[src/rtl/sa_request_credit_manager.sv]
// rtl/sa_request_credit_manager.sv - switch-allocator request, credit and wormhole-lock manager
//
// Purpose: builds the per-input request matrix from head-flit destinations,
// masks it by downstream credits and wormhole output ownership, then consumes
// the allocator grant matrix in the same cycle (pop, credit decrement, lock).
//
// Ports:
//   clk             - clock, rising edge
//   rst             - synchronous active-high reset
//   valid_i         - [AGENTS_NUM] head flit present per input
//   out_port_i      - [AGENTS_NUM][RESOURCES_PTR_SIZE] head flit destination
//   is_tail_i       - [AGENTS_NUM] head flit is a tail flit
//   requests_o      - [AGENTS_NUM][RESOURCES_NUM] request matrix to allocator
//   grants_i        - [AGENTS_NUM][RESOURCES_NUM] grant matrix from allocator
//   credit_return_i - [RESOURCES_NUM] downstream freed one slot
//   flit_sent_o     - [AGENTS_NUM] input pops its head flit this cycle
//   credits_o       - [RESOURCES_NUM][CREDIT_W] registered credit counts
//   locked_o        - [RESOURCES_NUM] output held by a packet in flight
//   error_o         - sticky protocol error
//
// Optional feature: define SA_CREDIT_CHECK_EN to enable protocol checking on
// error_o; without it error_o is tied to 0.
module sa_request_credit_manager #(
  parameter int AGENTS_NUM         = 5,
  parameter int RESOURCES_NUM      = 5,
  parameter int CREDITS_MAX        = 4,
  parameter int RESOURCES_PTR_SIZE = (RESOURCES_NUM > 1) ? $clog2(RESOURCES_NUM) : 1,
  parameter int AGENTS_PTR_SIZE    = (AGENTS_NUM > 1) ? $clog2(AGENTS_NUM) : 1,
  parameter int CREDIT_W           = $clog2(CREDITS_MAX + 1)
) (
  input  logic                                             clk,
  input  logic                                             rst,
  input  logic [AGENTS_NUM-1:0]                            valid_i,
  input  logic [AGENTS_NUM-1:0][RESOURCES_PTR_SIZE-1:0]    out_port_i,
  input  logic [AGENTS_NUM-1:0]                            is_tail_i,
  output logic [AGENTS_NUM-1:0][RESOURCES_NUM-1:0]         requests_o,
  input  logic [AGENTS_NUM-1:0][RESOURCES_NUM-1:0]         grants_i,
  input  logic [RESOURCES_NUM-1:0]                         credit_return_i,
  output logic [AGENTS_NUM-1:0]                            flit_sent_o,
  output logic [RESOURCES_NUM-1:0][CREDIT_W-1:0]           credits_o,
  output logic [RESOURCES_NUM-1:0]                         locked_o,
  output logic                                             error_o
);

  typedef enum logic {LK_IDLE = 1'b0, LK_LOCKED = 1'b1} lock_state_t;

  lock_state_t                                   r_state     [RESOURCES_NUM];
  lock_state_t                                   w_state_nxt [RESOURCES_NUM];
  logic [RESOURCES_NUM-1:0][AGENTS_PTR_SIZE-1:0] r_owner;
  logic [RESOURCES_NUM-1:0][AGENTS_PTR_SIZE-1:0] w_owner_nxt;
  logic [RESOURCES_NUM-1:0][CREDIT_W-1:0]        r_credits;
  logic [RESOURCES_NUM-1:0][CREDIT_W-1:0]        w_credits_nxt;
  logic [CREDIT_W:0]                             w_credit_sum;
  logic [AGENTS_NUM-1:0][RESOURCES_NUM-1:0]      w_req;
  logic [AGENTS_NUM-1:0][RESOURCES_NUM-1:0]      w_grant;
  logic [RESOURCES_NUM-1:0]                      w_col_any;
  logic [RESOURCES_NUM-1:0]                      w_col_tail;
  logic [RESOURCES_NUM-1:0][AGENTS_PTR_SIZE-1:0] w_col_agent;

  // A destination outside 0..RESOURCES_NUM-1 never matches any column, so it
  // produces no request.
  always_comb begin : request_gen
    w_req = '0;
    for (int i = 0; i < AGENTS_NUM; i++) begin
      for (int o = 0; o < RESOURCES_NUM; o++) begin
        w_req[i][o] = !rst && valid_i[i]
                    && (out_port_i[i] == RESOURCES_PTR_SIZE'(o))
                    && (r_credits[o] != '0)
                    && ((r_state[o] == LK_IDLE) || (r_owner[o] == AGENTS_PTR_SIZE'(i)));
      end
    end
  end

  assign requests_o = w_req;
  // Grant bits without a matching request are dropped here.
  assign w_grant    = grants_i & w_req;

  always_comb begin : sent_gen
    flit_sent_o = '0;
    for (int i = 0; i < AGENTS_NUM; i++) begin
      flit_sent_o[i] = |w_grant[i];
    end
  end

  // Scan from the highest index down so the lowest-index granted agent is the
  // one that survives when the allocator grants a column twice.
  always_comb begin : column_scan
    w_col_any   = '0;
    w_col_tail  = '0;
    w_col_agent = '0;
    for (int o = 0; o < RESOURCES_NUM; o++) begin
      for (int i = AGENTS_NUM - 1; i >= 0; i--) begin
        if (w_grant[i][o]) begin
          w_col_any[o]   = 1'b1;
          w_col_tail[o]  = is_tail_i[i];
          w_col_agent[o] = AGENTS_PTR_SIZE'(i);
        end
      end
    end
  end

  // Lock FSM next state: while locked only the owner can hold an effective
  // grant, so the same rule covers both the acquire and the release.
  always_comb begin : lock_next
    for (int o = 0; o < RESOURCES_NUM; o++) begin
      w_state_nxt[o] = r_state[o];
      w_owner_nxt[o] = r_owner[o];
      if (w_col_any[o]) begin
        if (w_col_tail[o]) begin
          w_state_nxt[o] = LK_IDLE;
        end else begin
          w_state_nxt[o] = LK_LOCKED;
          w_owner_nxt[o] = w_col_agent[o];
        end
      end
    end
  end

  always_comb begin : lock_out
    locked_o = '0;
    for (int o = 0; o < RESOURCES_NUM; o++) begin
      locked_o[o] = (r_state[o] == LK_LOCKED);
    end
  end

  // One extra bit of headroom so a return at full credit can be clamped.
  always_comb begin : credit_next
    w_credit_sum  = '0;
    w_credits_nxt = r_credits;
    for (int o = 0; o < RESOURCES_NUM; o++) begin
      w_credit_sum = {1'b0, r_credits[o]}
                   - {{CREDIT_W{1'b0}}, w_col_any[o]}
                   + {{CREDIT_W{1'b0}}, credit_return_i[o]};
      if (w_credit_sum > (CREDIT_W + 1)'(CREDITS_MAX)) begin
        w_credits_nxt[o] = CREDIT_W'(CREDITS_MAX);
      end else begin
        w_credits_nxt[o] = w_credit_sum[CREDIT_W-1:0];
      end
    end
  end

  always_ff @(posedge clk) begin
    if (rst) begin
      for (int o = 0; o < RESOURCES_NUM; o++) begin
        r_state[o]   <= LK_IDLE;
        r_owner[o]   <= '0;
        r_credits[o] <= CREDIT_W'(CREDITS_MAX);
      end
    end else begin
      for (int o = 0; o < RESOURCES_NUM; o++) begin
        r_state[o] <= w_state_nxt[o];
      end
      r_owner   <= w_owner_nxt;
      r_credits <= w_credits_nxt;
    end
  end

  assign credits_o = r_credits;

`ifdef SA_CREDIT_CHECK_EN
  logic                     r_error;
  logic                     w_err_now;
  logic [RESOURCES_NUM-1:0] w_seen;

  // Checks look at the raw grant matrix, before spurious bits are masked.
  always_comb begin : protocol_check
    w_err_now = |(grants_i & ~w_req);
    w_seen    = '0;
    for (int o = 0; o < RESOURCES_NUM; o++) begin
      for (int i = 0; i < AGENTS_NUM; i++) begin
        if (grants_i[i][o] && w_seen[o]) begin
          w_err_now = 1'b1;
        end
        if (grants_i[i][o]) begin
          w_seen[o] = 1'b1;
        end
      end
      if (credit_return_i[o] && (r_credits[o] == CREDIT_W'(CREDITS_MAX)) && !w_col_any[o]) begin
        w_err_now = 1'b1;
      end
    end
  end

  always_ff @(posedge clk) begin
    if (rst) begin
      r_error <= 1'b0;
    end else if (w_err_now) begin
      r_error <= 1'b1;
    end
  end

  assign error_o = r_error;
`else
  assign error_o = 1'b0;
`endif

endmodule

[config.mk]
export PLATFORM = sky130hd
export DESIGN_NAME = sa_request_credit_manager
export DESIGN_NICKNAME = d
export VERILOG_FILES = /design/src/rtl/sa_request_credit_manager.sv
export SDC_FILE = /design/constraint.sdc
export NUM_CORES = 1
export LEC_CHECK = 0
export ABC_CLOCK_PERIOD_IN_PS = 4650
export CAP_MARGIN = 20
export CORE_MARGIN = 10
export CORE_UTILIZATION = 37
export CTS_CLUSTER_DIAMETER = 40
export DETAILED_ROUTE_END_ITERATION = 12
export PLACE_DENSITY_LB_ADDON = 0.05
export SYNTH_ARGS = -nofsm -noshare
export SYNTH_HDL_FRONTEND = slang
export SYNTH_SLANG_ARGS = --single-unit
[constraint.sdc]
create_clock -name clk -period 4.65 [get_ports clk]
set_input_delay 0.6975 -clock clk [delete_from_list [all_inputs] [get_ports clk]]
set_output_delay 0.6975 -clock clk [all_outputs]
set_load 0.03 [all_outputs]
### Yosys cells after proc, flatten, opt, wreduce, memory -nomap -nowiden

Memory sizes are Yosys's and may differ from the RTL's.
Cells that the tools add are included.

| word-level totals | value |
|---|---|
| flip-flop bits (word level) | 30 |
| bits in latches | 0 |
| bits in writable memories | 5 |
| bits of input ports | 57 |
| logic and storage cells | 311 |
| ROM bits | 0 |
| output and inout port bits | 51 |
| memories | 1 |

Memory list:

| memory | words | bits a word | rd ports | clocked after Yosys merged registers in | wr ports | RTL line | source |
|---|---|---|---|---|---|---|---|
| r_state | 5 | 1 | 5 | 0 | 5 | 47 | `lock_state_t r_state [RESOURCES_NUM];` |

| cells by class | value |
|---|---|
| multiplexer cells | 93 |
| eq/ne operators | 40 |
| multipliers | 0 |
| $lt $le $gt $ge | 5 |
| bitwise logic cells | 16 |
| reduce and logical (&&, ||, !) cells | 136 |
| shift operators | 0 |
| add/subtract/negate cells | 10 |
| divide/modulo/power cells | 0 |

Operators by type and width:

| cell | number |
|---|---|
| $logic_and A1 B1 Y1 | 80 |
| $mux W3 | 25 |
| $mux W1 | 68 |
| $eq A3 B2 Y1 const B | 20 |
| $eq A3 B1 Y1 const B | 10 |
| $eq A3 B3 Y1 const B | 10 |
| $logic_not A3 Y1 | 10 |
| $and A25 B25 Y25 | 1 |
| $logic_or A1 B1 Y1 | 25 |
| $reduce_or A5 Y1 | 5 |
| $add A4 B1 Y4 | 5 |
| $gt A4 B3 Y1 const B | 5 |
| $sub A3 B1 Y4 | 5 |
| $reduce_bool A3 Y1 | 5 |
| $not A1 Y1 | 10 |
| $reduce_and A2 Y1 | 5 |
| $reduce_or A2 Y1 | 5 |
| $or A1 B1 Y1 | 5 |
| $logic_not A1 Y1 | 1 |

### Logic depth before layout (Yosys ltp)

| depth | value |
|---|---|
| depth in word-level cells | 15 |
| gate-level depth with buffers | 16 |
| mapped depth without buffers | 15 |

### Least setup slack after synthesis

Ideal clock, no wire load.

| timing | value |
|---|---|
| path type | input-to-reg |
| from | in rst |
| to | reg r_credits (netlist bit credits_o[8]) |
| setup time | 123 ps |
| data required time | 4527 ps |
| buffers on the path | 1 |
| stages on the path | 15 |
| arrival time | 4300 ps |
| setup slack | 227 ps |
| path through | clkbuf_1 -> nor3b_1 -> nand2_1 -> nor4_1 -> nand2_1 -> nand3_1 -> ha_1 -> inv_1 -> ha_1 -> inv_1 -> fa_1 -> nand2b_1 -> a21oi_1 -> nand2_1 -> or2_2 |

RTL lines:

| what | RTL line | source |
|---|---|---|
| from (decl) | 32 | `input logic rst,` |
| to (signal, indexed assignment) | 147 | `r_credits[o] <= CREDIT_W'(CREDITS_MAX);` |
| to (signal assigned) | 154 | `r_credits <= w_credits_nxt;` |
| to (decl) | 51 | `logic [RESOURCES_NUM-1:0][CREDIT_W-1:0] r_credits;` |

### Worst setup path after layout

| timing | value |
|---|---|
| from | in rst |
| to | reg r_credits (netlist bit credits_o[14]) |

| between the ends | value |
|---|---|
| cells in the longest elaborated chain, start to end | 15 |
| elaborated cells on any way between the ends | 31 |
| those cells by class | add/sub (2); order compare (1); mux (5); bitwise (1); reduce/logical (22) |

RTL lines:

| what | RTL line | source |
|---|---|---|
| $logic_not A1 Y1 * | 66 | `w_req[i][o] = !rst && valid_i[i]` |
| $logic_and A1 B1 Y1 | 66 |  |
| $logic_and A1 B1 Y1 | 67 | `&& (out_port_i[i] == RESOURCES_PTR_SIZE'(o))` |
| $logic_and A1 B1 Y1 | 68 | `&& (r_credits[o] != '0)` |
| $logic_and A1 B1 Y1 | 69 | `&& ((r_state[o] == LK_IDLE) \|\| (r_owner[o] == AGENTS_PTR_SIZE'(i)));` |
| $and A25 B25 Y25 * | 76 | `assign w_grant = grants_i & w_req;` |
| $mux W1 (4 in series) | 93 | `if (w_grant[i][o]) begin` |
| $mux W1 * | 93 |  |
| net w_col_any[4] | 56 | `logic [RESOURCES_NUM-1:0] w_col_any;` |
| $sub A3 B1 Y4 * | 132 | `- {{CREDIT_W{1'b0}}, w_col_any[o]}` |
| $add A4 B1 Y4 * | 133 | `+ {{CREDIT_W{1'b0}}, credit_return_i[o]};` |
| $gt A4 B3 Y1 | 134 | `if (w_credit_sum > (CREDIT_W + 1)'(CREDITS_MAX)) begin` |
| $reduce_or A2 Y1 (no source line) | n/a |  |

The timed path passes the listed nets; every way through them passes the cells marked *.
A chain may end at the register's enable or synchronous reset.

==> run metrics <==
post-synth net total 480; Max-slew headroom 32.4%; CTS Sinks 35; Synth Warn # 0; Simple-Gate Fraction of Synth Area 32.6%; Nets 611; sequential power share 28.1%; antenna-violating nets left 0; Crit Path Category in -> reg; Root Buffer clkbuf_8; final worst slack 271 ps; hold path depth 2; Clk pwr share 20.3%; Initial Util 37.9%; largest cells by area after synthesis dfxtp_1 (21%), ha_1 (7.6%), inv_1 (4.9%); CP Cell Sequence clkdlybuf4s50_1 > buf_4 > or3b_2 > nor4b_1 > nand3_1 > nor3b_1 > and2_1 > inv_1 > ha_1 > inv_1 > ha_1 > inv_1 > fa_1 > nand2b_1 > a21oi_1 > nand2_1 > or2_2; busiest layer in global routing met2; Port Buffers 106; routing usage on met1 25.1%; die width 114 um; final WL 12,900 um; Global Route Usage Sum 19.6%; count of endpoints failing setup in the final report 0; count leader, synth inv_1; clock latency on the worst-skew pair 290 ps; Reg clk slew, reported paths 80 ps; hold_buf cts 0; postcts setup bufs 0; FF-to-FF path depth 13; Switch Pwr 610 uW; share of total power in combinational logic 51.6%; TritonCTS clock tree built; internal power 872 uW; Post-synth ARST share 0%; boundary pin count 108; #FFs+latches synth 35; top-area cell type share of the netlist area 21.2%; register area share after synthesis 21.2%; fmax 228 MHz; slowest stage delay, CP 530 ps; Max clock buf depth 2; Post-Syn Area 3300 sq um; PD cells 311 nW/um^2; Adder-Cell Fraction of Synth Area 10.6%; CTS HTree Levels 2; WP data required 4830 ps; Static Leak 1.86 nW; Synth Instances 398; commonest cells in the netlist inv_1 (43), nand2_1 (40), dfxtp_1 (35); Tmin final 4380 ps; Synth area leader dfxtp_1; Switching Share 41.2%; routed via count 3,604; max_cap viols 0; Synth Area per Inst 8.30 sq um; Max Slew Vio Count 0; largest net degree at the start of global routing 12; Slowest-stage cell, CP or3b_2; vias in the first global route 3,753; GP Congestion 0.954; outcome complete, no violations; Place WS -21.2 ps; CP max FO 6; Buf+Inv Stages, Crit Path 5; CTS buffer count 5; commonest register cell after synthesis dfxtp_1; ANT cells 0; Post-Synth XOR/XNOR Area 2.65%; die area 13,100 sq um; clk_skew 2.53 ps; GR met2 Demand/Resource 31.9%; Post-synth EDFFs 0; TritonRoute pass-1 iters 5; DRC marker count from the first detailed-route iteration 224; post-synthesis mux area share 2.16%; cell family with most CP delay simple AND/OR/NAND/NOR gates; worst slew pin tran 1010 ps; Worst Hold Class reg -> reg; WP depth 17; crit share post-route 94.2%; Synth-to-Final Area Change 44.5%; worst vdd ir 0.205 mV; post-CTS sizing 0; total core area 8720 sq um; share of cells above drive strength 1 14.0%; Post-DP HPWL 10,800 um; first-pass GRT wire length 20,500 um; RSZ-0062 raised after global routing no; hold_ws 543 ps; grt ovf 0; GR Util met3 4.19%; Core Rows 34; Arrival @ worst endpoint 4560 ps; Util after Layout 54.7%; CP Launch Type input pin; Avg WL per Cell 20.3 um; CP endpoint kind register; vias per std cell 5.65; Post-Route Setup TNS 0 ps; Reg2Reg Setup Slack 670 ps; complex-gate fraction of the synthesized area 25.0%; Yosys cell types 77; Final Hold Fails 0; crit-path most repeated cell inv_1; drc violations 0; initial antenna violation count 0; DIE HEIGHT 114 um; main combinational cell family by area after synthesis simple AND/OR/NAND/NOR gates
layer usage:
layer	routed length [um]	up-vias
met1	5650	1697
met4	308	0
met3	955	24
met5	0	-
li1	-	1736
met2	6010	147
sequential cells by signal, indices dropped and copies added, names as in the netlist:
signal / count
r_owner: 15
r_state: 5
credits_o: 15
area by class of cell:
cell class                      count  area [sq um]
Inverter                           44           165
Timing Repair Buffer              129          1240
Clock inverter                      2          35.0
Fill cell                         842          3950
Sequential cell                    35           701
Multi-Input combinational cell    314          2410
Tap cell                          108           135
Clock buffer                        6          82.6
power groups by stage:
stage          Sequential [mW]  Combinational [mW]  Clock [mW]
2_1_floorplan            0.498               0.401           0
3_3_place_gp             0.422               0.748           0
3_5_place_dp             0.424               0.764           0
4_1_cts                  0.418               0.768       0.305
5_1_grt                  0.429               0.846       0.316
6_report                 0.416               0.764       0.301
cell usage in the layout, fill, tap and decap left out, types with 7 or more instances in the layout:
cell type	n
or2_2	7
inv_1	43
nand3_1	11
dfxtp_1	35
or3b_2	7
a21oi_1	20
nand2_1	40
ha_1	20
xnor2_1	10
nor2_1	23
nand2b_1	12
and3_1	10
clkdlybuf4s50_1	103
o21ai_0	9
buf_4	25
and2_1	8
final timing paths:
kind	startpoint	endpoint
max	rst	credits_o[14]$_SDFF_PP1_
max reg2reg	credits_o[4]$_SDFF_PP0_	credits_o[5]$_SDFF_PP1_
min reg2reg	r_owner[7]$_SDFFE_PP0P_	r_owner[7]$_SDFFE_PP0P_
min	r_owner[7]$_SDFFE_PP0P_	r_owner[7]$_SDFFE_PP0P_
stage by stage:
step,cells,area (sq um),total power [mW]
after floorplan,398,3300,0.899
after global placement,630,4650,1.17
after detailed placement,630,4650,1.19
after CTS,638,4770,1.49
after global routing,638,4770,1.59
final,638,4770,1.48
worst min-delay path: stages, from the launching register on:
cell	delay, ps
dfxtp_1	360
nand2_1	70
mux2i_1	60
logic make-up (layout without fill, tap and decap cells):
logic type,count (synthesis),in the layout
compound gates,92,92
fa+ha+maj,25,25
other cells,1,1
mux,7,7
flops,35,35
simple gates,179,179
buf+inv,49,181
xor+xnor,10,10
Note: power is estimated with default switching activity, not from simulation.
